`src/rtl/noc_pkg.sv`:
```
`default_nettype none
// +----------------------------------------------------------------------+
// | noc_pkg : arbitration state encoding and flit field helpers           |
// | Revision: 1.0                                                         |
// +----------------------------------------------------------------------+
package noc_pkg;

    typedef enum logic [1:0] {
        IDLE  = 2'd0,
        LOCK0 = 2'd1,
        LOCK1 = 2'd2
    } arb_state_e;

    // The tail flag always sits in the top bit of a flit.
    function automatic int TAIL_BIT(input int width);
        return width - 1;
    endfunction

endpackage
`default_nettype wire

```
`src/rtl/flit_fifo2.sv`:
```
`default_nettype none
// +----------------------------------------------------------------------+
// | flit_fifo2 : 2-entry valid/ready flit buffer, simultaneous push/pop  |
// | Revision: 1.0                                                         |
// +----------------------------------------------------------------------+
module flit_fifo2 #(
    parameter int W = 9
) (
    input  logic         clk,
    input  logic         rst,
    input  logic [W-1:0] i_data,
    input  logic         i_valid,
    output logic         o_ready,
    output logic [W-1:0] o_data,
    output logic         o_valid,
    input  logic         i_ready
);

    logic [W-1:0] mem_q [2];
    logic [W-1:0] mem_d [2];
    logic         wr_ptr_q, wr_ptr_d;
    logic         rd_ptr_q, rd_ptr_d;
    logic [1:0]   count_q,  count_d;
    logic         w_push;
    logic         w_pop;

    assign o_valid = (count_q != 2'd0);
    // A full buffer still accepts when the head leaves in the same cycle.
    assign o_ready = (count_q != 2'd2) || i_ready;
    assign o_data  = mem_q[rd_ptr_q];
    assign w_push  = i_valid && o_ready;
    assign w_pop   = o_valid && i_ready;

    always_comb begin
        mem_d    = mem_q;
        wr_ptr_d = wr_ptr_q;
        rd_ptr_d = rd_ptr_q;
        count_d  = count_q;
        if (w_push) begin
            mem_d[wr_ptr_q] = i_data;
            wr_ptr_d        = !wr_ptr_q;
        end
        if (w_pop) begin
            rd_ptr_d = !rd_ptr_q;
        end
        case ({w_push, w_pop})
            2'b10:   count_d = count_q + 2'd1;
            2'b01:   count_d = count_q - 2'd1;
            default: count_d = count_q;
        endcase
    end

    always_ff @(posedge clk or posedge rst) begin
        if (rst) begin
            mem_q    <= '{default: '0};
            wr_ptr_q <= 1'b0;
            rd_ptr_q <= 1'b0;
            count_q  <= 2'd0;
        end else begin
            mem_q    <= mem_d;
            wr_ptr_q <= wr_ptr_d;
            rd_ptr_q <= rd_ptr_d;
            count_q  <= count_d;
        end
    end

endmodule
`default_nettype wire

```
`src/rtl/merge11_arbiter.sv`:
```
`default_nettype none
// +----------------------------------------------------------------------+
// | merge11_arbiter : packet-locked 2:1 round-robin flit merger with      |
// |                   per-packet source token                             |
// | Revision: 1.0                                                         |
// +----------------------------------------------------------------------+
module merge11_arbiter
    import noc_pkg::*;
#(
    parameter int W = 9
) (
    input  logic         CLK,
    input  logic         RESET,
    input  logic [W-1:0] In0_data,
    input  logic         In0_valid,
    output logic         In0_ready,
    input  logic [W-1:0] In1_data,
    input  logic         In1_valid,
    output logic         In1_ready,
    output logic [W-1:0] Out_data,
    output logic         Out_valid,
    input  logic         Out_ready,
    output logic         S_data,
    output logic         S_valid,
    input  logic         S_ready
);

    localparam int c_TB = TAIL_BIT(W);

    arb_state_e   state_q, state_d;
    logic         rr_q, rr_d;
    logic         s_valid_q, s_valid_d;
    logic         s_data_q, s_data_d;

    logic         w_fifo_in_ready;
    logic         w_fifo_in_valid;
    logic [W-1:0] w_fifo_in_data;
    logic         w_rdy0;
    logic         w_rdy1;
    logic         w_sel;
    logic         w_grant_vld;
    logic         w_s_space;
    logic         w_sel_tail;

    always_comb begin
        state_d         = state_q;
        rr_d            = rr_q;
        s_valid_d       = s_valid_q;
        s_data_d        = s_data_q;
        w_rdy0          = 1'b0;
        w_rdy1          = 1'b0;
        w_sel           = 1'b0;
        w_grant_vld     = 1'b0;
        w_fifo_in_valid = 1'b0;
        w_s_space       = !s_valid_q || S_ready;

        if (s_valid_q && S_ready) begin
            s_valid_d = 1'b0;
        end

        case (state_q)
            IDLE: begin
                if (In0_valid && In1_valid) begin
                    w_grant_vld = 1'b1;
                    w_sel       = rr_q;
                end else if (In0_valid) begin
                    w_grant_vld = 1'b1;
                    w_sel       = 1'b0;
                end else if (In1_valid) begin
                    w_grant_vld = 1'b1;
                    w_sel       = 1'b1;
                end
                // A head needs room for both its flit and its source token.
                if (w_grant_vld && w_s_space && w_fifo_in_ready) begin
                    w_fifo_in_valid = 1'b1;
                    s_valid_d       = 1'b1;
                    s_data_d        = w_sel;
                    w_rdy0          = !w_sel;
                    w_rdy1          = w_sel;
                    if (w_sel ? In1_data[c_TB] : In0_data[c_TB]) begin
                        rr_d = !w_sel;
                    end else begin
                        state_d = w_sel ? LOCK1 : LOCK0;
                    end
                end
            end
            LOCK0: begin
                w_sel           = 1'b0;
                w_rdy0          = w_fifo_in_ready;
                w_fifo_in_valid = In0_valid && w_fifo_in_ready;
                if (w_fifo_in_valid && In0_data[c_TB]) begin
                    state_d = IDLE;
                    rr_d    = 1'b1;
                end
            end
            LOCK1: begin
                w_sel           = 1'b1;
                w_rdy1          = w_fifo_in_ready;
                w_fifo_in_valid = In1_valid && w_fifo_in_ready;
                if (w_fifo_in_valid && In1_data[c_TB]) begin
                    state_d = IDLE;
                    rr_d    = 1'b0;
                end
            end
            default: begin
                state_d = IDLE;
            end
        endcase

        w_fifo_in_data = w_sel ? In1_data : In0_data;
        w_sel_tail     = w_fifo_in_data[c_TB];
    end

    // Readies are gated so nothing is accepted while reset is held.
    assign In0_ready = w_rdy0 && !RESET;
    assign In1_ready = w_rdy1 && !RESET;
    assign S_valid   = s_valid_q;
    assign S_data    = s_data_q;

    always_ff @(posedge CLK or posedge RESET) begin
        if (RESET) begin
            state_q   <= IDLE;
            rr_q      <= 1'b0;
            s_valid_q <= 1'b0;
            s_data_q  <= 1'b0;
        end else begin
            state_q   <= state_d;
            rr_q      <= rr_d;
            s_valid_q <= s_valid_d;
            s_data_q  <= s_data_d;
        end
    end

    flit_fifo2 #(
        .W (W)
    ) u_fifo (
        .clk     (CLK),
        .rst     (RESET),
        .i_data  (w_fifo_in_data),
        .i_valid (w_fifo_in_valid && !RESET),
        .o_ready (w_fifo_in_ready),
        .o_data  (Out_data),
        .o_valid (Out_valid),
        .i_ready (Out_ready)
    );

    logic w_unused;
    assign w_unused = w_sel_tail;

endmodule
`default_nettype wire

```
`config.mk`:
```
export PLATFORM = sky130hd
export DESIGN_NAME = merge11_arbiter
export DESIGN_NICKNAME = d
export VERILOG_FILES = /design/src/rtl/noc_pkg.sv /design/src/rtl/flit_fifo2.sv /design/src/rtl/merge11_arbiter.sv
export SDC_FILE = /design/constraint.sdc
export NUM_CORES = 1
export LEC_CHECK = 0
export CORE_MARGIN = 2
export CORE_UTILIZATION = 32
export DETAILED_ROUTE_END_ITERATION = 16
export PLACE_DENSITY_LB_ADDON = 0.1
export SETUP_SLACK_MARGIN = 0.05
export SLEW_MARGIN = 10
export SYNTH_ARGS = -nofsm -noshare
export SYNTH_HDL_FRONTEND = slang
export SYNTH_SLANG_ARGS = --single-unit
```
`constraint.sdc`:
```
create_clock -name CLK -period 2.86 [get_ports CLK]
set_clock_uncertainty 0.15 [all_clocks]
set_input_delay 0.429 -clock CLK [delete_from_list [all_inputs] [get_ports CLK]]
set_output_delay 0.429 -clock CLK [all_outputs]
set_load 0.02 [all_outputs]
```
==> flow_summary.json <==
{
  "path_cells": "mux2_2 -> clkdlybuf4s50_1",
  "period_minus_slack_ns": 2.44,
  "max_cap_viol_count": 0,
  "drt-pass1-iter-count": 4,
  "clk_latency_ns": 0.27,
  "max_stage_delay_ns": 0.65,
  "r2r_slack_ns": 0.47,
  "r2r-end": "rr_q$_DFFE_PP0P_",
  "yosys.cell_types.count": 31,
  "p_per_area_nw_per_um2": 1110,
  "comb_power_share": 0.588,
  "hold_ws_ns": 0.334,
  "grt_usage": 0.127,
  "synth-edff-count": 0,
  "finalCritPeriodShare": 0.853,
  "synth_top_area_share": 0.437,
  "setup_viol": 0,
  "power_mw": 2.27,
  "cp_max_fo": 10,
  "grt_pass1_vias": 1173,
  "yosys_warnings": 0,
  "cts_tree": "built",
  "path_clk_slew_ns": 0.09,
  "synth_fa_ha_area_frac": 0.0405,
  "switching_power_mw": 0.833,
  "status": "finished clean",
  "synthMuxAreaShare": 0.304,
  "reg2reg_from": "state_q[0]$_DFFE_PP0P_",
  "hold_depth": 2,
  "final_area_um2": 2050,
  "leakagePower_nw": 0.928,
  "cts_setup_buffers": 0,
  "path_class": "flop to output pin",
  "n_antenna_cell": 0,
  "syn-cell-area_um2": 1550,
  "core_area_um2": 4690,
  "dp_hpwl_um": 2370,
  "critPathLaunchType": "flop",
  "stdcell_count": 222,
  "cp-end-kind": "output pin",
  "synth_ff_type": "dfrtp_1",
  "dpl.cell_count": 218,
  "hold_viol": 0,
  "place_area_um2": 2000,
  "async_flop_share": 1.00,
  "gp_congestion": 0.860,
  "synth_cells": 126,
  "drt_iter0_drc": 53,
  "ys_ff_latch": 27,
  "yosysTopAreaCell": "dfrtp_1",
  "internal_power_mw": 1.44,
  "grt_overflow": 0,
  "die_h_um": 73.5,
  "tightest_slew_ns": 0.485,
  "clock_sinks": 27,
  "synthXorXnorAreaFrac": 0.0227,
  "io_buffers": 37,
  "final_nets": 198,
  "drive_gt1_frac": 0.304,
  "synth-compound-area-share": 0.0680,
  "cts_inserted_buffers": 3,
  "start_util": 0.330,
  "rsz0062_at_grt": "no",
  "switching_share": 0.366,
  "r2r_cells": 7,
  "seq_area_frac_synth": 0.437,
  "cp.required_ns": 2.28,
  "rows": 25,
  "ioPinCount": 38,
  "dr_total_vias": 1082,
  "postRouteAntennaNets": 0,
  "crit_slowest_cell": "dfrtp_1",
  "synth_fp_nets": 155,
  "max_freq_mhz": 410,
  "area_delta_synth_final_pct": 32.5,
  "hold_path_class": "flop to flop",
  "min_to": "u_fifo.wr_ptr_q$_DFFE_PP0N_",
  "die_width_um": 73.5,
  "drc": 0,
  "maxSlewViolCount": 0,
  "grt_pass1_wl_um": 5350,
  "grt_start_max_net_pins": 19,
  "p_seq_frac": 0.319,
  "cts_max_level": 1,
  "slew-limit-headroom": 0.673,
  "setup_tns_ns": 0,
  "yosys-top-cells-area": "dfrtp_1, mux2_2, mux2_4, ha_1, nand2_1",
  "wirelength_um": 3170,
  "cts_root_buf": "clkbuf_8",
  "yosys.area_share.simple": 0.0971,
  "wl_per_cell_um": 14.3,
  "die-area_um2": 5410,
  "clockBufferDepth": 2,
  "cp.arrival_ns": 1.86,
  "ir_worst_vdd_mv": 0.595,
  "worstHoldStart": "u_fifo.wr_ptr_q$_DFFE_PP0N_",
  "syn_avg_cell_area_um2": 12.3,
  "pwr-share-clk": 0.093,
  "cts_hold_buffers": 0,
  "antenna_found_initial": 0,
  "drt-vias-per-instance": 4.87,
  "synth_top_family_by_area": "multiplexers"
}
## area by class of cell
cell class | instances | area [um2]
clock buffers | 4 | 45.0
fillers | 448 | 2640
inverters | 6 | 22.5
multi-input cells | 89 | 826
flip-flops and latches | 27 | 676
well taps | 54 | 67.6
repair buffers | 42 | 413
## logic make-up (layout without fill, tap and decap cells)
family / Yosys count / count (layout)
flip-flops: 27 / 27
buffers and inverters: 10 / 52
AND/OR/NAND/NOR: 25 / 25
XOR/XNOR: 4 / 4
adder cells (fa/ha/maj): 5 / 5
multiplexers: 39 / 39
AO/OA/AOI/OAI: 16 / 16
## per-layer routing
layer | part of all wire | up-vias | global-route usage
met4 | 0.013 | 0 | 0.0424
met1 | 0.46 | 515 | 0.157
met5 | 0 | - | 0
met3 | 0.052 | 5 | 0.0219
li1 | - | 526 | -
met2 | 0.48 | 36 | 0.223
## placed cells by master, fill, tap and decap left out, types with 3 or more instances in the layout
master and n:
buf_4 5, nor2_1 3, o21ai_0 5, inv_1 6
mux2_4 9, nor3_1 3, a21oi_1 3, ha_1 4
clkdlybuf4s50_1 35, dfrtp_1 27, mux2_2 28, nand2_1 7
clkbuf_8 3
## power groups by stage
| stage | registers, mW | logic [mW] | clock network [mW] |
|---|---|---|---|
| after floorplan | 0.683 | 0.946 | 0 |
| after global placement | 0.721 | 1.33 | 0 |
| after detailed placement | 0.730 | 1.35 | 0 |
| after CTS | 0.728 | 1.36 | 0.226 |
| after global routing | 0.755 | 1.45 | 0.240 |
| final | 0.725 | 1.34 | 0.212 |
## worst max path at each step
stage | start | to | cells after the start
after floorplan | state_q[0]$_DFFE_PP0P_ | u_fifo.mem_q[0]$_DFFE_PP0P_ | 8
after global placement | In1_valid | In0_ready | 7
after detailed placement | In1_valid | In0_ready | 7
after CTS | state_q[0]$_DFFE_PP0P_ | In0_ready | 7
after global routing | state_q[0]$_DFFE_PP0P_ | rr_q$_DFFE_PP0P_ | 7
final | u_fifo.rd_ptr_q$_DFFE_PP0P_ | Out_data[8] | 2
## Yosys cell counts, types with 3 or more instances
cell type / number
mux2_4: 9
dfrtp_1: 27
nand2_1: 7
o21ai_0: 5
a21oi_1: 3
ha_1: 5
inv_1: 6
mux2_2: 28
nor2_1: 3
nor3_1: 3
## sequential cells by signal (all words and copies together) (netlist names)
register         count
state_q              2
u_fifo.wr_ptr_q      1
S_valid              1
u_fifo.mem_q        18
S_data               1
u_fifo.count_q       2
rr_q                 1
u_fifo.rd_ptr_q      1
## repair_timing
| action | in CTS | in global routing |
|---|---|---|
| gates resized for setup | 1 | 2 |
| endpoints found under the setup margin | 2 | 2 |
| endpoints found under the hold margin | 0 | 0 |
## metrics by stage
| stage | utilization | setup slack, ns |
|---|---|---|
| after floorplan | - | 0.657 |
| after global placement | 0.426 | 0.171 |
| after detailed placement | 0.426 | 0.118 |
| after CTS | 0.436 | 0.109 |
| after global routing | 0.437 | 0.251 |
| final | 0.437 | 0.421 |
## worst max-delay path: cells and delay by family, from the launching register on
kind / cells / cell delay, ns
DFF: 1 / 0.65
buffers and inverters: 1 / 0.54
muxes: 1 / 0.40
No activity file was read; power rests on OpenSTA's default activity.
